==> src/rtl/neural_pkg.sv <==
// Shared fixed-point types and constants for the neural datapath blocks.
// Contents:
//   fixed_t      - signed Q16.16 value
//   FRAC_BITS    - fractional bits of Q16.16
//   FIXED_*      - common Q16.16 constants (one, max, min)
//   mac_state_t  - neuron_mac control states
package neural_pkg;

   typedef logic signed [31:0] fixed_t;

   localparam int unsigned FRAC_BITS = 16;
   localparam fixed_t      FIXED_ONE = 32'h0001_0000;
   localparam fixed_t      FIXED_MAX = 32'h7FFF_FFFF;
   localparam fixed_t      FIXED_MIN = 32'h8000_0000;

   typedef enum logic [1:0] {
      ACCUM,
      DRAIN,
      OUT
   } mac_state_t;

endpackage

==> src/rtl/fixed_point_multiplier.sv <==
// Combinational signed Q16.16 x Q16.16 multiplier.
// The full 64-bit Q32.32 product is shifted right by FRAC_BITS (floor) and truncated to OUT_W
// bits, so OUT_W = 32 yields Q16.16 and OUT_W = 48 yields Q32.16 with no loss of integer range.
// Ports:
//   a_i    in  32     multiplicand, Q16.16 signed
//   b_i    in  32     multiplier, Q16.16 signed
//   prod_o out OUT_W  product, signed, FRAC_BITS fractional bits
module fixed_point_multiplier
   import neural_pkg::*;
#(
   parameter int unsigned OUT_W = 48
) (
   input  logic        [31:0]      a_i,
   input  logic        [31:0]      b_i,
   output logic signed [OUT_W-1:0] prod_o
);

   logic signed [63:0] a_ext;
   logic signed [63:0] b_ext;
   logic signed [63:0] full;

   assign a_ext  = {{32{a_i[31]}}, a_i};
   assign b_ext  = {{32{b_i[31]}}, b_i};
   assign full   = a_ext * b_ext;
   assign prod_o = OUT_W'(full >>> FRAC_BITS);

endmodule

==> src/rtl/neuron_mac.sv <==
// Streaming multiply-accumulate for one neuron: out = bias + sum(x_i * w_i), Q16.16 in/out.
// One product pipeline stage, an ACC_W-bit Q32.16 accumulator and an ACCUM/DRAIN/OUT FSM.
// Optional saturation build: define NEURON_MAC_SAT_EN to clip the result to the Q16.16 range
// and report it on out_sat; otherwise the result wraps and out_sat is 0.
// Ports:
//   clk, reset            clock, synchronous active-high reset
//   in_valid/in_ready     input beat handshake (in_ready only in ACCUM)
//   in_data, in_weight    x_i and w_i, Q16.16 signed
//   in_bias               bias, sampled on the first beat of a vector only
//   in_last               final beat of the vector
//   out_valid/out_ready   result handshake
//   out_data              pre-activation sum, Q16.16 signed
//   out_sat               result was clipped (saturation build only)
module neuron_mac
   import neural_pkg::*;
#(
   parameter int unsigned MAX_LEN = 256,
   parameter int unsigned ACC_W   = 48
) (
   input  logic        clk,
   input  logic        reset,
   input  logic        in_valid,
   output logic        in_ready,
   input  logic [31:0] in_data,
   input  logic [31:0] in_weight,
   input  logic [31:0] in_bias,
   input  logic        in_last,
   output logic        out_valid,
   input  logic        out_ready,
   output logic [31:0] out_data,
   output logic        out_sat
);

   localparam int unsigned CNT_W = $clog2(MAX_LEN + 1);

   mac_state_t              state_q, state_d;
   logic signed [ACC_W-1:0] acc_q, acc_d;
   logic signed [ACC_W-1:0] prod_q, prod_d;
   logic                    prod_vld_q, prod_vld_d;
   logic [CNT_W-1:0]        count_q, count_d;
   logic                    out_valid_q, out_valid_d;
   logic [31:0]             out_data_q, out_data_d;

   logic signed [ACC_W-1:0] mult_prod;
   logic signed [ACC_W-1:0] bias_ext;
   logic signed [ACC_W-1:0] acc_sum;
   logic                    accept;

`ifdef NEURON_MAC_SAT_EN
   localparam logic signed [ACC_W-1:0] ACC_MAX = ACC_W'(FIXED_MAX);
   localparam logic signed [ACC_W-1:0] ACC_MIN = ACC_W'(FIXED_MIN);
   logic out_sat_q, out_sat_d;
`endif

   fixed_point_multiplier #(
      .OUT_W (ACC_W)
   ) u_mul (
      .a_i    (in_data),
      .b_i    (in_weight),
      .prod_o (mult_prod)
   );

   assign in_ready = (state_q == ACCUM);
   assign accept   = in_valid && in_ready;
   assign bias_ext = {{(ACC_W - 32){in_bias[31]}}, in_bias};

   // First beat reloads the accumulator with the bias; the pending product (always absent at
   // that point) and every later product are added one cycle after their beat.
   always_comb begin
      acc_sum = (accept && (count_q == '0)) ? bias_ext : acc_q;
      if (prod_vld_q) begin
         acc_sum = acc_sum + prod_q;
      end
   end

   always_comb begin
      state_d     = state_q;
      acc_d       = acc_sum;
      prod_d      = prod_q;
      prod_vld_d  = accept;
      count_d     = count_q;
      out_valid_d = out_valid_q;
      out_data_d  = out_data_q;
`ifdef NEURON_MAC_SAT_EN
      out_sat_d   = out_sat_q;
`endif
      unique case (state_q)
         ACCUM: begin
            if (accept) begin
               prod_d  = mult_prod;
               count_d = count_q + CNT_W'(1);
               if (in_last || (count_q == CNT_W'(MAX_LEN - 1))) begin
                  state_d = DRAIN;
               end
            end
         end
         DRAIN: begin
            // acc_sum already includes the final product here.
            out_valid_d = 1'b1;
            state_d     = OUT;
`ifdef NEURON_MAC_SAT_EN
            if (acc_sum > ACC_MAX) begin
               out_data_d = FIXED_MAX;
               out_sat_d  = 1'b1;
            end else if (acc_sum < ACC_MIN) begin
               out_data_d = FIXED_MIN;
               out_sat_d  = 1'b1;
            end else begin
               out_data_d = 32'(acc_sum);
               out_sat_d  = 1'b0;
            end
`else
            out_data_d  = 32'(acc_sum);
`endif
         end
         OUT: begin
            if (out_ready) begin
               out_valid_d = 1'b0;
               count_d     = '0;
               state_d     = ACCUM;
            end
         end
         default: state_d = ACCUM;
      endcase
   end

   always_ff @(posedge clk) begin
      if (reset) begin
         state_q     <= ACCUM;
         acc_q       <= '0;
         prod_q      <= '0;
         prod_vld_q  <= 1'b0;
         count_q     <= '0;
         out_valid_q <= 1'b0;
         out_data_q  <= '0;
`ifdef NEURON_MAC_SAT_EN
         out_sat_q   <= 1'b0;
`endif
      end else begin
         state_q     <= state_d;
         acc_q       <= acc_d;
         prod_q      <= prod_d;
         prod_vld_q  <= prod_vld_d;
         count_q     <= count_d;
         out_valid_q <= out_valid_d;
         out_data_q  <= out_data_d;
`ifdef NEURON_MAC_SAT_EN
         out_sat_q   <= out_sat_d;
`endif
      end
   end

   assign out_valid = out_valid_q;
   assign out_data  = out_data_q;
`ifdef NEURON_MAC_SAT_EN
   assign out_sat   = out_sat_q;
`else
   assign out_sat   = 1'b0;
`endif

endmodule

==> config.mk <==
export PLATFORM = sky130hd
export DESIGN_NAME = neuron_mac
export DESIGN_NICKNAME = d
export VERILOG_FILES = /design/src/rtl/neural_pkg.sv /design/src/rtl/fixed_point_multiplier.sv /design/src/rtl/neuron_mac.sv
export SDC_FILE = /design/constraint.sdc
export NUM_CORES = 2
export LEC_CHECK = 0
export ABC_AREA = 0
export BUFFER_PORTS_ARGS = -buffer_cell sky130_fd_sc_hd__buf_2
export CAP_MARGIN = 20
export CORE_ASPECT_RATIO = 1.4
export CORE_MARGIN = 2
export CORE_UTILIZATION = 50
export DETAILED_ROUTE_END_ITERATION = 12
export PLACE_DENSITY = 0.66
export SYNTH_ARGS = -nofsm -noshare
export SYNTH_HDL_FRONTEND = slang
export SYNTH_HIERARCHICAL = 1
export SYNTH_SLANG_ARGS = --single-unit
==> constraint.sdc <==
create_clock -name clk -period 11.85 [get_ports clk]
set_input_delay 2.37 -clock clk [delete_from_list [all_inputs] [get_ports clk]]
set_output_delay 2.37 -clock clk [all_outputs]
set_load 0.03 [all_outputs]
======== Word-level counts from Yosys, hierarchy flattened ========
Index checks and enable logic that the tools add are counted.
operators by class
  add/sub/neg operators ................... 2
  multipliers ............................. 1
  divide/modulo/power cells ............... 0
  $lt $le $gt $ge ......................... 0
  equality and inequality tests ........... 6
  shifts and indexed selects .............. 0
  multiplexer cells ....................... 11
  bitwise operators ....................... 0
  reduce and logical (&&, ||, !) cells .... 11
operators by type and width
  kind                                                                     count
  48-bit 2-to-1 mux                                                        2
  32-bit by 32-bit multiplier with 64-bit output                           1
  48-bit adder                                                             1
  9-bit 2-to-1 mux                                                         2
  9-bit one-hot mux with 2 select lines                                    1
  9-bit by 1-bit adder with 9-bit output, second input constant            1
  9-bit by 8-bit == test with 1-bit output, second input constant          1
  9-bit zero test                                                          1
  2-bit 2-to-1 mux                                                         3
  2-bit one-hot mux with 3 select lines                                    1
  3-bit AND reduction                                                      2
  2-bit by 1-bit inequality test with 1-bit output, second input constant  2
  2-bit AND reduction                                                      2
  2-bit nonzero test                                                       2
  2-bit by 1-bit == test with 1-bit output, second input constant          1
  2-bit == test, second input constant                                     1
  1-bit logical AND                                                        2
  2-bit zero test                                                          1
  2-bit inequality test, second input constant                             1
  1-bit one-hot mux with 2 select lines                                    1
  1-bit logical OR                                                         1
  1-bit 2-to-1 mux                                                         1
word-level totals
  register bits ........................... 141
  bits in latches ......................... 0
  bits in writable memories ............... 0
  ROM bits ................................ 0
  input bits .............................. 101
  output and inout bits ................... 35
  logic and storage cells ................. 38
  memories ................................ 0

======== Logic depth before layout (Yosys ltp) ========
  word-level depth ........................ 6
  depth in mapped cells ................... 29
  depth with buffers taken out ............ 28

======== Modules after synthesis ========
The synthesis kept the hierarchy.
modules (own cells, without submodules)
  module                  times used  cells each  area each (µm²)  sequential area each (µm²)
  fixed_point_multiplier  1           3,776       35,597.9         0.0
  neuron_mac              1           751         6,108.4          2,182.1

======== Worst setup path after synthesis ========
OpenSTA, ideal clock, no wires.
  kind .................................... input -> register
  from .................................... in in_weight[2]
  to ...................................... reg prod_q[31]
  setup time .............................. 70 ps
  arrival ................................. 8,847 ps
  data required time ...................... 11,780 ps
  setup slack ............................. 2,933 ps
  stages .................................. 23
  buffers on the path ..................... 2
  cell sequence ........................... clkbuf_1 > nand2_1 > inv_1 > fa_1 > fa_1 > fa_1 > fa_1 > fa_1 > fa_1 > fa_1 > inv_1 > fa_1 > inv_1 > ha_1 > buf_1 > nand4_1 > or2_2 > a211oi_2 > or2_1 > a21boi_2 > xnor2_1 > nand2_1 > a21oi_1
between the ends
  cells in the longest elaborated chain, start to end .. 1
ends and longest elaborated chain
  item                                            line                          text
  from (decl)                                     neuron_mac.sv:25              input logic [31:0] in_weight,
  32-bit by 32-bit multiplier with 64-bit output  fixed_point_multiplier.sv:24  assign full = a_ext * b_ext;
  named net mult_prod[31]                         neuron_mac.sv:44              logic signed [ACC_W-1:0] mult_prod;
  to (signal assigned)                            neuron_mac.sv:142             prod_q <= prod_d;
  to (decl)                                       neuron_mac.sv:38              logic signed [ACC_W-1:0] prod_q, prod_d;
The timed path passes the listed nets, and every way through them passes these cells.
A chain may end at the register's enable or synchronous reset.

======== Worst setup path in the final report ========
  from .................................... in in_weight[8]
  to ...................................... reg prod_q[28]
Same word-level chain as after synthesis.

==> flow_metrics.env <==
export IMPL_status="finished clean"
export IMPL_finalCriticalPeriod_ps=9560
export IMPL_crit_arrival_ps=9850
export IMPL_grt_usage=0.269
export IMPL_syn_avg_cell_area_um2=9.05
export IMPL_path_class="input pin to flop"
export IMPL_clk_latency_ps=360
export IMPL_drive_above_1_share=0.0570
export IMPL_crit_fanout=32
export IMPL_worst_slew_pin_slew_ps=992
export IMPL_diodes=0
export IMPL_ios=136
export IMPL_cts_buffers=9
export IMPL_fmax_ghz=0.105
export IMPL_setup_viol=0
export IMPL_ant_nets=0
export IMPL_cpMostUsedCell="fa_1"
export IMPL_grt_pass1_wl_mm=151
export IMPL_final_nets=4948
export IMPL_drc=0
export IMPL_max_stage_delay_ps=590
export IMPL_die_h_um=317
export IMPL_synthCells=3874
export IMPL_tns_ps=0
export IMPL_worst_hold_path_type="flop to flop"
export IMPL_finalHoldViolCount=0
export IMPL_clockBufferDepth=2
export IMPL_fillers=6475
export IMPL_cts_resized=0
export IMPL_seqCellArea_um2=2180
export IMPL_grt_max_degree=95
export IMPL_io_buffers=134
export IMPL_globalRoute_busiestLayer="met2"
export IMPL_grtUsageMet2=0.489
export IMPL_groute_layer_met1_usage=0.316
export IMPL_rows=114
export IMPL_clkSinkCount=109
export IMPL_hpwl_mm=74.8
export IMPL_die_area_um2=72300
export IMPL_cts_root_buf="clkbuf_16"
export IMPL_grt_pass1_vias=28040
export IMPL_wl_per_cell_um=20.0
export IMPL_fin_worst_skew_ps=5.75
export IMPL_clkSlewWorstSetupHoldPaths_ps=70
export IMPL_drtIter0Drc=1358
export IMPL_firstDrtPassIters=6
export IMPL_syn_nets=5037
export IMPL_grt_ovfl_total=0
export IMPL_core_um2=69200
export IMPL_cts_setup_buffers=0
export IMPL_antenna_found_initial=0
export IMPL_vias_per_cell=5.41
export IMPL_yosysWarnings=6
export IMPL_place_gp_congestion=0.966
export IMPL_fin_crit_sh=0.807
export IMPL_rsz0062_at_grt="no"
export IMPL_multi_input_area_um2=29000
export IMPL_cap_viol_max_count=0
export IMPL_relSlewSlack=0.339
export IMPL_cts_tree="built"
export IMPL_cpMaxStageDelayCell="buf_2"
export IMPL_crit_path_end_kind="flop"
export IMPL_initial_core_util=0.507
export IMPL_use_met3=0.0313
export IMPL_finalMaxSlewViolations=0
export IMPL_syn_area_um2=35100
export IMPL_required_ps=12130
export IMPL_syn2layout_area_growth_pct=3.66
export IMPL_vias=25535
export IMPL_wirelength_mm=94.4
export IMPL_die_w_um=228
export IMPL_htree_levels=3
export IMPL_cts_hold_buf=0
export IMPL_crit_path_start_kind="input pin"
==> worst paths after layout <==
path | start | to | slack, ps | depth (start not counted)
max reg2reg | state_q[0] | out_data[29] | 7220 | 16
min | out_data[20] | out_data[20] | 450 | 2
min reg2reg | out_data[20] | out_data[20] | 450 | 2
max | in_weight[8] | prod_q[28] | 2290 | 28
==> worst max-delay path: cells and delay by family <==
family / cells / cell delay [ps]
AOI/OAI and AO/OA: 9 / 1740
adders and majority gates: 9 / 4330
buffers and inverters: 6 / 870
xor gates and xnor gates: 1 / 160
and+or+nand+nor: 3 / 340
==> cells in the final DEF, fill, tap and decap left out, types with 19 or more instances in the layout <==
| cell | instances |
|---|---|
| nor3_1 | 23 |
| nor2_1 | 98 |
| o21ai_0 | 45 |
| a211oi_1 | 20 |
| xnor2_1 | 30 |
| xor2_1 | 29 |
| o21ai_1 | 25 |
| buf_2 | 134 |
| ha_1 | 202 |
| a21o_1 | 32 |
| dfxtp_1 | 108 |
| inv_1 | 779 |
| a21oi_1 | 119 |
| fa_1 | 860 |
| nand3_1 | 19 |
| and2_1 | 481 |
| mux2_2 | 28 |
| nand2_1 | 561 |
==> state kept, by name, indices dropped and copies added, names as in the netlist <==
signal,flops
out_data,32
state_q,2
count_q,9
prod_vld_q,1
out_valid,1
acc_q,32
prod_q,32
==> stage by stage <==
step | cells | utilization | instance area (um2) | setup WS, ps | hold WS (ps)
floorplan | 3874 | - | 35100 | 3010 | 441
CTS | 4718 | 0.525 | 36300 | 2350 | 453
finish | 4718 | 0.525 | 36300 | 2290 | 450
global route | 4718 | 0.525 | 36300 | 1870 | 469
global placement | 4702 | 0.521 | 36000 | 2080 | 438
detailed placement | 4702 | 0.521 | 36000 | 1970 | 443
==> per-layer routing <==
| layer | vias to the layer above | share of wire |
|---|---|---|
| li1 | 11240 | - |
| met4 | 0 | 0.054 |
| met5 | - | 0 |
| met1 | 13153 | 0.38 |
| met3 | 251 | 0.052 |
| met2 | 891 | 0.51 |
==> cell type report <==
| type | count | share of cell area |
|---|---|---|
| multi-input cells | 2744 | 0.799 |
| inverters | 779 | 0.0805 |
| flip-flops and latches | 109 | 0.0601 |
| well taps | 928 | 0.0320 |
| repair buffers | 142 | 0.0201 |
| clock buffers | 11 | 0.00668 |
| clock inverters | 5 | 0.00183 |
Power is left out: the tool's default activity adds up to more than one toggle a clock period on the data nets, which glitch-free logic cannot reach.
